--- src/rtl/reaction_round_scheduler_if.sv ---
// Signal bundle between the reaction-timer session controller and its
// surroundings: debounced buttons, ms tick, RNG value, LED and result fields.
interface reaction_round_scheduler_if #(
  parameter int unsigned MS_W    = 13,
  parameter int unsigned DELAY_W = 14
);

  // Stimulus side: buttons, timebase and random delay
  logic               tick_1ms;
  logic               start_btn;
  logic               react_btn;
  logic [DELAY_W-1:0] rand_delay;

  // Controller side: LED, session status and results
  logic               rng_enable;
  logic               led_on;
  logic               busy;
  logic               false_start;
  logic [3:0]         round_idx;
  logic               result_valid;
  logic [MS_W-1:0]    result_ms;
  logic [MS_W-1:0]    best_ms;
  logic [MS_W-1:0]    avg_ms;
  logic               done;

  // Drives buttons/tick/RNG and observes the session results
  modport master (
    output tick_1ms, start_btn, react_btn, rand_delay,
    input  rng_enable, led_on, busy, false_start, round_idx,
           result_valid, result_ms, best_ms, avg_ms, done
  );

  // The session controller itself
  modport slave (
    input  tick_1ms, start_btn, react_btn, rand_delay,
    output rng_enable, led_on, busy, false_start, round_idx,
           result_valid, result_ms, best_ms, avg_ms, done
  );

endinterface

--- src/rtl/reaction_round_scheduler.sv ---
// Multi-round reaction-timer session controller. Arms a random wait, lights
// the LED, measures reaction time in ms, handles false starts and timeouts,
// and keeps best and average results over ROUNDS trials.
module reaction_round_scheduler #(
  parameter int unsigned ROUNDS       = 4,
  parameter int unsigned MS_W         = 13,
  parameter int unsigned DELAY_W      = 14,
  parameter int unsigned MIN_DELAY_MS = 1000,
  parameter int unsigned TIMEOUT_MS   = 2000,
  parameter int unsigned GAP_MS       = 500,
  parameter int unsigned FAULT_MS     = 1000
) (
  input  logic                        clk,
  input  logic                        ck_reset,
  reaction_round_scheduler_if.slave   bus
);

  localparam int unsigned LOG_R = $clog2(ROUNDS);
  localparam int unsigned SUM_W = MS_W + LOG_R;
  localparam int unsigned TGT_W = DELAY_W + 1;
  // Counter must reach the largest of the wait target and the ms windows
  localparam int unsigned CNT_W = ((TGT_W > MS_W) ? TGT_W : MS_W) + 1;

  typedef enum logic [2:0] {
    IDLE,
    ARM,
    WAIT,
    GO,
    REC,
    GAP,
    FAULT,
    DONE
  } stateT;

  stateT             state;
  logic [CNT_W-1:0]  msCnt;
  logic [TGT_W-1:0]  target;
  logic [SUM_W-1:0]  sum;
  logic              startPrev;
  logic              reactPrev;

  logic              startEdge;
  logic              reactEdge;
  logic [CNT_W-1:0]  msNext;
  logic [SUM_W-1:0]  sumNext;
  logic [MS_W-1:0]   bestNext;
  logic              lastRound;

  // Rising-edge detection and running arithmetic shared by the FSM
  assign startEdge = bus.start_btn & ~startPrev;
  assign reactEdge = bus.react_btn & ~reactPrev;
  assign msNext    = msCnt + CNT_W'(1);
  assign sumNext   = sum + SUM_W'(bus.result_ms);
  assign bestNext  = (bus.result_ms < bus.best_ms) ? bus.result_ms : bus.best_ms;
  assign lastRound = (bus.round_idx == 4'(ROUNDS - 1));

  // Session FSM; every output is registered and updated on the transition
  always_ff @(posedge clk or negedge ck_reset) begin
    if (!ck_reset) begin
      state            <= IDLE;
      msCnt            <= '0;
      target           <= '0;
      sum              <= '0;
      startPrev        <= 1'b0;
      reactPrev        <= 1'b0;
      bus.rng_enable   <= 1'b0;
      bus.led_on       <= 1'b0;
      bus.busy         <= 1'b0;
      bus.false_start  <= 1'b0;
      bus.round_idx    <= '0;
      bus.result_valid <= 1'b0;
      bus.result_ms    <= '0;
      bus.best_ms      <= '1;
      bus.avg_ms       <= '0;
      bus.done         <= 1'b0;
    end else begin
      startPrev        <= bus.start_btn;
      reactPrev        <= bus.react_btn;
      bus.result_valid <= 1'b0;

      case (state)
        IDLE, DONE: begin
          // RNG free-runs only while idle, not while showing final results
          bus.rng_enable <= (state == IDLE);
          if (startEdge) begin
            state          <= ARM;
            msCnt          <= '0;
            sum            <= '0;
            bus.round_idx  <= '0;
            bus.best_ms    <= '1;
            bus.busy       <= 1'b1;
            bus.done       <= 1'b0;
            bus.rng_enable <= 1'b0;
          end
        end

        ARM: begin
          target <= TGT_W'(MIN_DELAY_MS) + TGT_W'(bus.rand_delay);
          msCnt  <= '0;
          state  <= WAIT;
        end

        WAIT: begin
          // A press before the LED wins even against the final tick
          if (reactEdge) begin
            state           <= FAULT;
            msCnt           <= '0;
            bus.false_start <= 1'b1;
            bus.rng_enable  <= 1'b1;
          end else if (bus.tick_1ms) begin
            if (msNext >= CNT_W'(target)) begin
              state      <= GO;
              msCnt      <= '0;
              bus.led_on <= 1'b1;
            end else begin
              msCnt <= msNext;
            end
          end
        end

        GO: begin
          // A press beats both a coincident tick and the timeout
          if (reactEdge) begin
            state            <= REC;
            msCnt            <= '0;
            bus.led_on       <= 1'b0;
            bus.result_ms    <= MS_W'(msCnt);
            bus.result_valid <= 1'b1;
          end else if (bus.tick_1ms) begin
            if (msNext == CNT_W'(TIMEOUT_MS)) begin
              state            <= REC;
              msCnt            <= '0;
              bus.led_on       <= 1'b0;
              bus.result_ms    <= MS_W'(TIMEOUT_MS);
              bus.result_valid <= 1'b1;
            end else begin
              msCnt <= msNext;
            end
          end
        end

        REC: begin
          sum         <= sumNext;
          bus.best_ms <= bestNext;
          msCnt       <= '0;
          if (lastRound) begin
            state      <= DONE;
            bus.done   <= 1'b1;
            bus.busy   <= 1'b0;
            bus.avg_ms <= MS_W'(sumNext >> LOG_R);
          end else begin
            state          <= GAP;
            bus.rng_enable <= 1'b1;
          end
        end

        GAP: begin
          if (bus.tick_1ms) begin
            if (msNext >= CNT_W'(GAP_MS)) begin
              state          <= ARM;
              msCnt          <= '0;
              bus.round_idx  <= bus.round_idx + 4'd1;
              bus.rng_enable <= 1'b0;
            end else begin
              msCnt <= msNext;
            end
          end
        end

        FAULT: begin
          // Penalty hold, then retry the same round
          if (bus.tick_1ms) begin
            if (msNext >= CNT_W'(FAULT_MS)) begin
              state           <= ARM;
              msCnt           <= '0;
              bus.false_start <= 1'b0;
              bus.rng_enable  <= 1'b0;
            end else begin
              msCnt <= msNext;
            end
          end
        end

        default: begin
          state <= IDLE;
        end
      endcase
    end
  end

endmodule

--- src/flat_wrapper.sv ---
// flat-port wrapper written by rule: the top's interface ports become plain ports
module reaction_round_scheduler_flat 
#(
  parameter int unsigned ROUNDS       = 4,
  parameter int unsigned MS_W         = 13,
  parameter int unsigned DELAY_W      = 14,
  parameter int unsigned MIN_DELAY_MS = 1000,
  parameter int unsigned TIMEOUT_MS   = 2000,
  parameter int unsigned GAP_MS       = 500,
  parameter int unsigned FAULT_MS     = 1000
)
  (clk, ck_reset, bus_tick_1ms, bus_start_btn, bus_react_btn, bus_rand_delay, bus_rng_enable, bus_led_on, bus_busy, bus_false_start, bus_round_idx, bus_result_valid, bus_result_ms, bus_best_ms, bus_avg_ms, bus_done);
  reaction_round_scheduler_if #(.MS_W(MS_W), .DELAY_W(DELAY_W)) bus_i ();
  input  logic clk;
  input  logic ck_reset;
  input wire logic [$bits(bus_i.tick_1ms)-1:0] bus_tick_1ms;
  input wire logic [$bits(bus_i.start_btn)-1:0] bus_start_btn;
  input wire logic [$bits(bus_i.react_btn)-1:0] bus_react_btn;
  input wire logic [$bits(bus_i.rand_delay)-1:0] bus_rand_delay;
  output wire logic [$bits(bus_i.rng_enable)-1:0] bus_rng_enable;
  output wire logic [$bits(bus_i.led_on)-1:0] bus_led_on;
  output wire logic [$bits(bus_i.busy)-1:0] bus_busy;
  output wire logic [$bits(bus_i.false_start)-1:0] bus_false_start;
  output wire logic [$bits(bus_i.round_idx)-1:0] bus_round_idx;
  output wire logic [$bits(bus_i.result_valid)-1:0] bus_result_valid;
  output wire logic [$bits(bus_i.result_ms)-1:0] bus_result_ms;
  output wire logic [$bits(bus_i.best_ms)-1:0] bus_best_ms;
  output wire logic [$bits(bus_i.avg_ms)-1:0] bus_avg_ms;
  output wire logic [$bits(bus_i.done)-1:0] bus_done;
  assign bus_i.tick_1ms = bus_tick_1ms;
  assign bus_i.start_btn = bus_start_btn;
  assign bus_i.react_btn = bus_react_btn;
  assign bus_i.rand_delay = bus_rand_delay;
  assign bus_rng_enable = bus_i.rng_enable;
  assign bus_led_on = bus_i.led_on;
  assign bus_busy = bus_i.busy;
  assign bus_false_start = bus_i.false_start;
  assign bus_round_idx = bus_i.round_idx;
  assign bus_result_valid = bus_i.result_valid;
  assign bus_result_ms = bus_i.result_ms;
  assign bus_best_ms = bus_i.best_ms;
  assign bus_avg_ms = bus_i.avg_ms;
  assign bus_done = bus_i.done;
  reaction_round_scheduler #(.ROUNDS(ROUNDS), .MS_W(MS_W), .DELAY_W(DELAY_W), .MIN_DELAY_MS(MIN_DELAY_MS), .TIMEOUT_MS(TIMEOUT_MS), .GAP_MS(GAP_MS), .FAULT_MS(FAULT_MS)) u_core (.clk(clk), .ck_reset(ck_reset), .bus(bus_i));
endmodule
--- config.mk ---
export PLATFORM = sky130hd
export DESIGN_NAME = reaction_round_scheduler_flat
export DESIGN_NICKNAME = d
export VERILOG_FILES = /design/src/rtl/reaction_round_scheduler_if.sv /design/src/rtl/reaction_round_scheduler.sv /design/src/flat_wrapper.sv
export SDC_FILE = /design/constraint.sdc
export NUM_CORES = 1
export LEC_CHECK = 0
export CAP_MARGIN = 20
export CELL_PAD_IN_SITES_DETAIL_PLACEMENT = 0
export CELL_PAD_IN_SITES_GLOBAL_PLACEMENT = 2
export CORE_ASPECT_RATIO = 0.7
export CORE_MARGIN = 8
export CORE_UTILIZATION = 32
export DETAILED_ROUTE_END_ITERATION = 7
export PLACE_DENSITY_LB_ADDON = 0.1
export RECOVER_POWER = 25
export SLEW_MARGIN = 20
export SYNTH_ARGS = -nofsm -noshare
export SYNTH_HDL_FRONTEND = slang
export SYNTH_SLANG_ARGS = --single-unit
--- constraint.sdc ---
create_clock -name clk -period 3.64 [get_ports clk]
set_input_delay 0.728 -clock clk [delete_from_list [all_inputs] [get_ports clk]]
set_output_delay 0.728 -clock clk [all_outputs]
set_load 0.05 [all_outputs]
==> metrics list, run 1 <==
* Number of rows in the core area: 43
- At the later pin of the worst-skew pair, clock insertion delay measures 360 ps.
- TritonCTS clock tree: built
- Highest attainable clock frequency: 293.3 MHz
* Area share of the largest cell type after synthesis: 0.3427
* Gate count of the mapped netlist: 704
* Area Overhead vs Synth: 20.99%
- Root buf cell: clkbuf_16
- The worst setup path is captured at a flop.
* Floorplan core area: 19640 sq um
- Sequential share of power: 0.304
* Final worst path period share: 0.9368
- Once detail routing completed, the nets flagged for antenna violations numbered 0.
- Number of failing hold endpoints at the final stage: 0
- Measured against its own limit, the worst slew margin works out to 0.01862.
* I/O pins: 68
- Summed over all layers, the global routing overflow is 0.
* Global-route met2 utilization: 0.2088
- Share of flip-flops with an asynchronous set or reset after synthesis: 1.000
* Cell taking the most area after synthesis: dfrtp_1
* Power share of the combinational group: 0.532
* Power density cells: 781.3 nW/um^2
* Initial antenna violation count: 0
- Vias in the first global route: 5217
- Net switching power: 2885 uW
- The detailed router finished its first iteration with 326 violations.
- Largest net degree at the start of global routing: 55
- The tightest min-delay check is of the flop to flop type.
- Of the synthesized area, sequential elements account for 0.3964.
* Number of detailed-routing iterations run before antenna repair: 5
* Total Routing Usage GR: 0.1536
- The clock passes through at most 2 buffers.
* Yosys Warn Count: 0
- The floorplan step set the die height to 133.9 um.
* CTS sink count: 100
- Routability-driven placement finished with a final weighted congestion of 0.8019.
* Vias after detailed routing: 5337
- Sorting the synthesized cells by area gives the leading types as dfrtp_1 (34%), ha_1 (8.5%), nand2_1 (5.4%).
- Met3 capacity usage during global routing: 0.03540
* Clock Power Share: 0.164
- In this run, distinct cell masters in the synthesized netlist total 81.
- Cell area after synthesis: 6354 sq um
- The final layout contains 836 nets.
- Total power for the finished layout comes to 6006 uW.
- Nets in the synthesized netlist: 767
- DP Wirelength: 14040 um
* Clock transition at the registers of the reported paths: 80 ps
* Met1 Resource Use GR: 0.2378
- After detailed routing, the number of remaining DRC violations is 0.
- Outcome: completed
- Post-Synthesis Mean Instance Area: 9.025 sq um
- Hold is met by 480.5 ps.
- The floorplan step set the die width to 184.4 um.
- Gr busiest metal: met1
- Worst Clk Skew: 10.35 ps
- Total of flip-flops plus latches after synthesis: 100
- After clock tree synthesis, the setup repair step added 0 buffers.
- Setup crit start kind: flop
* Shortest clock period the worst path allows after layout: 3410 ps
* Internal power summed over all cells: 3121 uW
- 0 antenna diodes ended up in the layout.
- Count of flip-flops with a built-in enable after synthesis: 0
- In the final routed layout, each cell accounts on average for 17.78 um.
* Final routed wirelength across all metal layers: 18640 um
* Required time of the critical path: 3890 ps
* Number of max-cap violations: 0
* Share of total power consumed by net switching: 0.4803
- Post-cts hold buffer count: 0
* Initial Utilization: 0.3235
- Ratio of cells with drive above 1 in the final layout: 0.1221
* Number of CTS-inserted buffers: 9
- Via/cell ratio: 5.093
* Kind of critical path: flop to flop
- Setup TNS: 0 ps
- Static Leakage: 0.003513 uW
* Final setup violation count: 0
- Global-route wire length before repair: 29800 um
- Setup repair after global routing missed its margin: false
* VDD IR-drop max: 0.0003796 V
- Largest fanout of any net on the critical path: 12
- The H-tree was split into 3 levels.
- I/O Buffers: 67
* Worst Max-Slew Pin Slew: 1472 ps
- Pins over their slew limit: 0
- Once the clock tree was built, the resizer swapped 0 gates to a different size.
- The most used flip-flop cell after synthesis is dfrtp_1.
- Overall die area: 24690 sq um
* Arrival time of data at the critical path endpoint: 3660 ps
[cell type report]
| type | count | area (sq um) |
|---|---|---|
| Clock inverter | 7 | 71.32 |
| Timing Repair Buffer | 88 | 820.8 |
| Multi-Input combinational cell | 521 | 3511 |
| Inverter | 53 | 198.9 |
| Tap cell | 270 | 337.8 |
| Sequential cell | 100 | 2522 |
| Fill cell | 1984 | 11950 |
| Clock buffer | 9 | 225.2 |
[sequential cells by signal, summed over array words and instances (netlist names), 3 cells and up]
signal	cells
u_core.bus.best_ms	13
u_core.sum	15
u_core.msCnt	16
u_core.target	15
u_core.state	3
u_core.bus.round_idx	4
u_core.bus.result_ms	13
u_core.bus.avg_ms	13
[cells in the mapped netlist, types with 13 or more instances]
cell      instances
nand2_1          92
dfrtp_1          87
o21ai_0          60
inv_1            51
nor2_1           51
ha_1             43
a21oi_1          36
nand3_1          35
clkbuf_1         21
xnor2_1          20
mux2i_1          16
xor2_1           16
dfstp_2          13
[layout by cell type (no fill, tap or decap), types with 13 or more instances in the layout]
master           instances
a21oi_1                 36
buf_4                   20
clkdlybuf4s50_1         64
dfrtp_1                 84
dfstp_2                 13
ha_1                    43
inv_1                   51
mux2i_1                 16
nand2_1                 92
nand3_1                 34
nor2_1                  50
o21ai_0                 60
xnor2_1                 18
xor2_1                  16
[logic make-up after synthesis]
kind of cell	after synthesis	share of synthesized area
AND/OR/NAND/NOR	240	0.1859
AO/OA/AOI/OAI	180	0.1896
flip-flops	100	0.3964
buffers and inverters	84	0.05573
adder cells (fa/ha/maj)	44	0.08783
XOR/XNOR	38	0.05573
multiplexers	18	0.02875
[power by group through the flow]
stage                     registers [uW]  clock network (uW)  logic [uW]
after floorplan                     2280                   0        1780
after global placement              1840                   0        3160
after detailed placement            1850                   0        3190
after CTS                           1830                1020        3200
after global routing                1880                1060        3520
final                               1830                 982        3200
[critical path: stages (launching register included)]
cell and delay [ps]:
dfrtp_2 510, nand4_4 210, nor4_1 470, xor2_1 200, ha_1 340, o21a_1 120, o21a_1 150, nand4_1 120
a311o_1 340, and4_4 170, o21bai_4 170, buf_4 160, nand2_1 70, a211o_1 270
[stage by stage]
| stage | cell area [sq um] | util | setup WS (ps) | std cells |
|---|---|---|---|---|
| 6_report | 7687 | 0.3915 | 230.1 | 1048 |
| 3_5_place_dp | 7375 | 0.3755 | 101.6 | 1031 |
| 3_3_place_gp | 7375 | 0.3755 | 243.0 | 1031 |
| 2_1_floorplan | 6354 | - | 257.3 | 704 |
| 4_1_cts | 7671 | 0.3906 | 65.16 | 1047 |
| 5_1_grt | 7687 | 0.3915 | 11.22 | 1048 |
[final timing paths]
path	start	to	slack (ps)	cells past startpoint
setup reg to reg	u_core.msCnt[2]	u_core.state[1]	230	13
hold / removal	u_core.bus.avg_ms[4]	u_core.bus.avg_ms[4]	480	2
hold reg to reg	u_core.bus.avg_ms[4]	u_core.bus.avg_ms[4]	480	2
min in group asynchronous	ck_reset	u_core.bus.rng_enable	720	1
setup / recovery	u_core.msCnt[2]	u_core.state[1]	230	13
max in group asynchronous	ck_reset	u_core.sum[7]	950	2
[layer usage]
metal,up-vias,share of wire
li1,2621,-
met1,2600,0.55
met2,106,0.39
met3,10,0.049
met4,0,0.0085
met5,-,0
No activity file was read; power rests on OpenSTA's default activity.
==> inputs of run 2 (changes only) <==
--- a/config.mk
+++ b/config.mk
@@ -12,8 +12,8 @@
 export CORE_MARGIN = 8
 export CORE_UTILIZATION = 32
 export DETAILED_ROUTE_END_ITERATION = 7
+export MAX_ROUTING_LAYER = met4
 export PLACE_DENSITY_LB_ADDON = 0.1
-export RECOVER_POWER = 25
 export SLEW_MARGIN = 20
 export SYNTH_ARGS = -nofsm -noshare
 export SYNTH_HDL_FRONTEND = slang
==> run 2 against run 1 <==
  * Worst hold slack got worse by 44 ps
  * First-iteration DRC count increased by 3.1%
  * Register-to-register slack got worse by 20 ps
  * Non-clock buffer count unchanged
  * Worst setup slack got worse by 25 ps
  * Global-route usage increased by 0.43 points
  * Critical path type unchanged
  * Critical endpoint unchanged
  * Largest cell class unchanged
==> metrics list, run 2 (synthesis gave the netlist of run 1 again) <==
- The worst setup path is captured at a flop.
* Final weighted congestion of routability-driven global placement: 0.8135 (+1.4%)
- The buffer depth of the longest clock path came to 2 (unchanged).
- Commonest non-fill, non-tap cell in the layout: nand2_1
- Number of failing hold endpoints at the final stage: 0 (unchanged)
* Power density cells: 779.5 nW/um^2 (-0.23%)
- Ranked by flip-flop count, first place goes to u_core.msCnt.
* Initial antenna violation count: 0 (unchanged)
* Required time of the critical path: 3890 ps (about the same)
- The post-route met1 wirelength was 10210 um (-0.20%).
- The number of diodes came to 0 (unchanged).
* Ratio of cells with drive above 1 in the final layout: 0.1221 (unchanged)
- I/O Buffers: 67 (unchanged)
- The clock buffer count from CTS is 9 (unchanged).
- Largest net degree at the start of global routing: 55 (unchanged)
* Setup repair after global routing missed its margin: false
- CTS sink count: 100 (unchanged)
- The sum of buffers and inverters on the critical path came to 1 (unchanged).
* Post-layout power: 6006 uW (about the same)
* Number of max-cap violations: 0 (unchanged)
- The iteration count of the initial detailed-routing pass came to 5 (unchanged).
- The height of the chip is 133.9 um (unchanged).
* Global-route wire length before repair: 29790 um (about the same)
- The total congestion overflow after global routing is 0 (unchanged).
* Final routed wirelength across all metal layers: 18600 um (-0.18%)
- The total of endpoints with negative setup slack in the final report is 0 (unchanged).
* I/O pins: 68 (unchanged)
- Leaving out fill and tap cells, the most frequent cells in the layout are nand2_1 (92), dfrtp_1 (84), clkdlybuf4s50_1 (66), o21ai_0 (60), inv_1 (51).
- Clock tree synthesis selected as its root buffer the cell clkbuf_16.
- Via/cell ratio: 5.116 (+0.47%)
* Worst Max-Slew Pin Slew: 853.9 ps (-618.1 ps)
* Number of nets in the layout: 836 (unchanged)
- The total negative slack was 0 ps (unchanged).
- The length of routed met2 wiring was 7350 um (+0.12%).
- The delay of the slowest critical-path stage is 520 ps (about the same).
* Number of rows in the core area: 43 (unchanged)
- Worst slew margin relative to its limit: 0.4307 (+0.4121)
- The share of the clock period used by the worst path after layout came to 0.9436 (+0.006815).
- Largest registers: u_core.msCnt: 16 flops, u_core.sum: 15 flops, u_core.target: 15 flops
- The count of filler cells inserted in the layout was 1982 (-0.10%).
- The DRC violation total after the first TritonRoute iteration is 336 (+3.1%).
* DP Wirelength: 14040 um (unchanged)
- The average detailed-routed wire length per instance is 17.75 um (-0.18%).
* Pins over their slew limit: 0 (unchanged)
* Crit Reg-Reg Endpoint: u_core.state[1]
- Post-cts hold buffer count: 0 (unchanged)
* Count of unresolved DRC violations after routing: 0 (unchanged)
* Shortest clock period the worst path allows after layout: 3435 ps (+24.81 ps)
* Worst path most repeated cell: o21a_1
- Worst Clk Skew: 10.07 ps (-0.2850 ps)
- The critical path is of the flop to flop type.
* Crit Reg-Reg Startpoint: u_core.msCnt[2]
- Clock transition at the registers of the reported paths: 80 ps (about the same)
* Metal3 WL: 888 um (-2.3%)
* Number of H-tree levels: 3 (unchanged)
* Outcome: completed
* FF-to-FF path depth: 13 (unchanged)
- The flip-flop count of the largest register, all copies and words added came to 16 (unchanged).
- Arrival time of data at the critical path endpoint: 3690 ps (+30 ps)
- Highest metal layer with signal wires: met4
* Chip Width: 184.4 um (unchanged)
* Initial Utilization: 0.3235 (unchanged)
- The area growth from synthesis to layout is 21.27%.
- The peak clock frequency supported by timing was 291.1 MHz (-0.72%).
- FF-to-FF setup slack: 210 ps (-20 ps)
* Largest fanout of any net on the critical path: 12 (unchanged)
- Path type of the worst min-delay path: primary input to asynchronous set/reset pin
- The post-detailed-route count of antenna-violating nets is 0 (unchanged).
- The critical path goes through nand4_4, nor4_1, xor2_1, ha_1, o21a_1, o21a_1, nand4_1, a311o_1, and4_4, o21bai_4, buf_4, nand2_1, a211o_1.
- Vias in the first global route: 5208 (-0.17%)
- The overall die area is 24690 sq um (unchanged).
* TritonCTS clock tree: built
* Total Routing Usage GR: 0.1579 (+0.004333)
- Static Leakage: 0.003518 uW (+0.15%)
* Vias after detailed routing: 5362 (+0.47%)
* Clock Latency Late Sink: 360 ps (about the same)
* Setup crit start kind: flop
- FF+latch area: 2522 sq um (unchanged)
- The core footprint is 19640 sq um (unchanged).
- Slowest-stage cell, CP: dfrtp_2
- Kind of cell adding the most delay to the critical path: compound AO/OA/AOI/OAI gates
* Total area of multi-input combinational cells: 3511 sq um (unchanged)
* VDD IR-drop max: 0.0003779 V (-0.43%)
run 2: cell types whose count changed in the layout (fill, tap and decap cells not counted), sizes merged:
cell / change
clkdlybuf4s50: +2
clkbuf: -2
buf: +2
dlygate4sd3: -2
run 2: power breakdown:
part,switching (uW),internal (uW)
Combinational,2050,1150
Clock,497,483
Sequential,332,1490
run 2: worst max-delay path by stage:
stage                                  end  slack [ps]  cells past startpoint       startpoint
after CTS                  u_core.state[0]          70                     12  u_core.msCnt[2]
after global placement     u_core.state[0]         240                     12  u_core.msCnt[2]
final                      u_core.state[1]         210                     13  u_core.msCnt[2]
after floorplan           u_core.msCnt[10]         260                     17  u_core.msCnt[0]
after detailed placement   u_core.state[0]         100                     12  u_core.msCnt[2]
after global routing       u_core.state[1]          10                     13  u_core.msCnt[2]
run 2: area by class of cell:
cell class	instances	area share
timing repair buffer	88	0.1088
tap	270	0.04385
clock buffer	9	0.02923
sequential	100	0.3274
clock inverter	7	0.009256
inverter	53	0.02582
multi-input combinational	521	0.4557
run 2: per-layer routing:
metal	up-vias	GRT usage
li1	2623	-
met1	2608	0.2375
met2	122	0.2100
met3	9	0.03432
met4	0	0.03351
met5	-	-
run 2: per-stage QoR:
step                      hold WS [ps]    util  std cells  instance area [sq um]  setup slack (ps)
after floorplan                  432.4       -        704                   6354             257.3
after detailed placement         473.1  0.3755       1031                   7375             101.6
after CTS                        467.8  0.3906       1047                   7671             65.16
final                            437.0  0.3924       1048                   7705             205.3
after global routing             504.9  0.3924       1048                   7705             11.63
after global placement           464.5  0.3755       1031                   7375             243.0
run 2: repair_timing:
action / 4_1_cts / 5_1_grt
buffers inserted: 0 / 0
setup endpoints to repair: 0 / 19
gates resized for setup: 0 / 7
==> RTL edit, RTL diff (settings of run 1) <==
`ROUNDS` is set to 4 in 2 places; all go to 8.
--- a/src/rtl/reaction_round_scheduler.sv
+++ b/src/rtl/reaction_round_scheduler.sv
@@ -4,3 +4,3 @@
 module reaction_round_scheduler #(
-  parameter int unsigned ROUNDS       = 4,
+  parameter int unsigned ROUNDS       = 8,
   parameter int unsigned MS_W         = 13,
--- a/src/flat_wrapper.sv
+++ b/src/flat_wrapper.sv
@@ -3,3 +3,3 @@
 #(
-  parameter int unsigned ROUNDS       = 4,
+  parameter int unsigned ROUNDS       = 8,
   parameter int unsigned MS_W         = 13,
Check against the original RTL: no difference found for any inputs over 10 cycles, from zero or initial values and one cycle with ck_reset low; that may be too few to reach the edited logic, so the function may still have changed.
==> RTL edit against run 1 <==
The run now ends with capacitance limit, slew limit left; routed wire length shrank 5.1%; area after synthesis shrank 1.6%; cell area shrank 0.23%; global-route usage shrank 0.41 points; power shrank 4.0%; sequential cell count grew 1; count of clock-buffer cells in the layout grew 1; critical path type unchanged; setup slack lost 26 ps.
==> RTL edit: results (changes against run 1) <==
* Status: finished, violations left (was finished clean)
* Failing checks: capacitance limit, slew limit
* Fraction of registers with async set or reset after synthesis at 100% (unchanged)
* Clock-pin slew on the worst setup and hold paths at 80 ps (about the same)
* Number of detailed-route iterations in the first pass at 4 (was 5)
* Post-synth top flop: dfrtp_1 (unchanged)
* Largest net degree at the start of global routing at 64 (was 55)
* Share of post-route cells with drive strength above 1 at 11.0% (was 12.2%)
* Yosys cell types at 68 (was 81)
* # Post-CTS Setup Buffers at 0 (unchanged)
* Min-delay src: u_core.target[3] (was u_core.bus.avg_ms[4])
* Setup Skew at 11.4 ps (was 10.4 ps)
* Initial antenna violation count at 0 (unchanged)
* Crit path max fanout at 9 (was 12)
* Met1 Use GR at 22.1% (was 23.8%)
* Max Slew Vio Count at 39 (was 0)
* Most instantiated cells after synthesis: nand2_1, dfrtp_1, o21ai_0 (unchanged)
* Vias in the first global route at 5374 (was 5217)
* Worst slew pin tran at 2360 ps (was 1470 ps)
* Sequential area share after synthesis at 40.7% (was 39.6%)
* Clock latency on the worst-skew pair at 360 ps (about the same)
* Met3 Use GR at 2.93% (was 3.54%)
* Maxcap violations at 1 (was 0)
* Clock buffer depth at 2 (unchanged)
* Layout fillers at 1954 (was 1984)
* I/O Buffers at 67 (unchanged)
* Synth warn at 0 (unchanged)
* P_leak at 3.56 nW (was 3.51 nW)
* Main area contributors after synthesis: dfrtp_1, ha_1, nand2_1, dfstp_2, o21ai_0 (unchanged)
* Peak supply drop at 0.290 mV (was 0.380 mV)
* PostCTS Resize Cnt at 0 (unchanged)
* GR Layer Usage met2 at 21.9% (was 20.9%)
* Routed WL at 17700 um (was 18600 um)
* Reg2reg start: u_core.msCnt[3] (was u_core.msCnt[2])
* First-pass GRT wire length at 29400 um (was 29800 um)
* H-Tree Depth at 3 (unchanged)
* Die X-Extent at 183 um (was 184 um)
* CTS root buf: clkbuf_16 (unchanged)
* Num CTS Buffers at 9 (unchanged)
* Largest regs: u_core.msCnt x16, u_core.sum x16, u_core.target x15 (was u_core.msCnt x16, u_core.sum x15, u_core.target x15)
* Hold crit path type: reg -> reg (unchanged)
* DP Area at 7340 um2 (was 7370 um2)
* Nets at 847 (was 836)
* Avg Vias per Cell at 5.02 (was 5.09)
* HPWL after DPL at 13300 um (was 14000 um)
* Initial DRC Count at 292 (was 326)
* Gpl congestion at 0.809 (was 0.802)
* Worst EP arrival at 3720 ps (was 3660 ps)
* ANT cells at 0 (unchanged)
* Net Count, Synth at 775 (was 767)
* WS Path Type: reg -> reg (unchanged)
* Total track usage at 15.0% (was 15.4%)
==> RTL edit: critical path, cell delays in order (launching register included) <==
cell and delay (ps):
dfrtp_2 470, nand4_2 230, or2_1 330, nor2_4 140, xor2_2 260, ha_1 300, a21oi_1 190, or2_2 140
a21o_1 130, nand4b_1 110, o21ai_2 230, a211oi_4 70, or2_1 330, or3_1 340, o21ai_1 80
==> RTL edit: metrics by stage <==
stage | utilization, % | setup WS [ps] | total power [W] | instances | hold WS [ps]
final | 40.3 | 204 | 0.00577 | 1053 | 482
after global routing | 40.3 | 5.50 | 0.00623 | 1053 | 519
after CTS | 40.2 | 43.5 | 0.00584 | 1053 | 363
after detailed placement | 38.6 | 89.4 | 0.00475 | 1037 | 469
after global placement | 38.6 | 232 | 0.00471 | 1037 | 460
after floorplan | - | 304 | 0.00381 | 712 | 432
==> RTL edit: layout make-up <==
| cell class | instances | share of cell area (%) |
|---|---|---|
| well taps | 264 | 4.31 |
| multi-input cells | 524 | 44.1 |
| flip-flops and latches | 101 | 33.2 |
| clock inverters | 6 | 0.995 |
| clock buffers | 10 | 3.12 |
| inverters | 51 | 2.50 |
| repair buffers | 97 | 11.8 |
==> RTL edit: logic make-up after synthesis <==
logic type	Yosys count	share of synthesized area, %
adder cells (fa/ha/maj)	44	8.93
AND/OR/NAND/NOR	240	18.6
AO/OA/AOI/OAI	186	18.2
multiplexers	16	2.60
buffers and inverters	87	5.54
flip-flops	101	40.7
XOR/XNOR	38	5.44
==> RTL edit: power breakdown <==
part	switching, W	internal [W]
Sequential	0.000307	0.00150
Combinational	0.00185	0.00107
Clock	0.000480	0.000565
Total	0.00263	0.00314
==> RTL edit: per-layer routing <==
metal / part of all wire (%) / vias to the layer above
li1: - / 2619
met1: 54 / 2559
met2: 42 / 94
met3: 3.8 / 10
met4: 0.94 / 0
met5: 0 / -
==> RTL edit: final timing paths <==
check | endpoint | slack, ps | depth (start not counted)
max in group asynchronous | u_core.bus.avg_ms[3] | 1210 | 1
worst min register to register | u_core.target[3] | 480 | 2
worst min-delay path | u_core.target[3] | 480 | 2
worst max register to register | u_core.msCnt[3] | 200 | 14
worst max-delay path | u_core.msCnt[3] | 200 | 14
min in group asynchronous | u_core.reactPrev | 1080 | 1
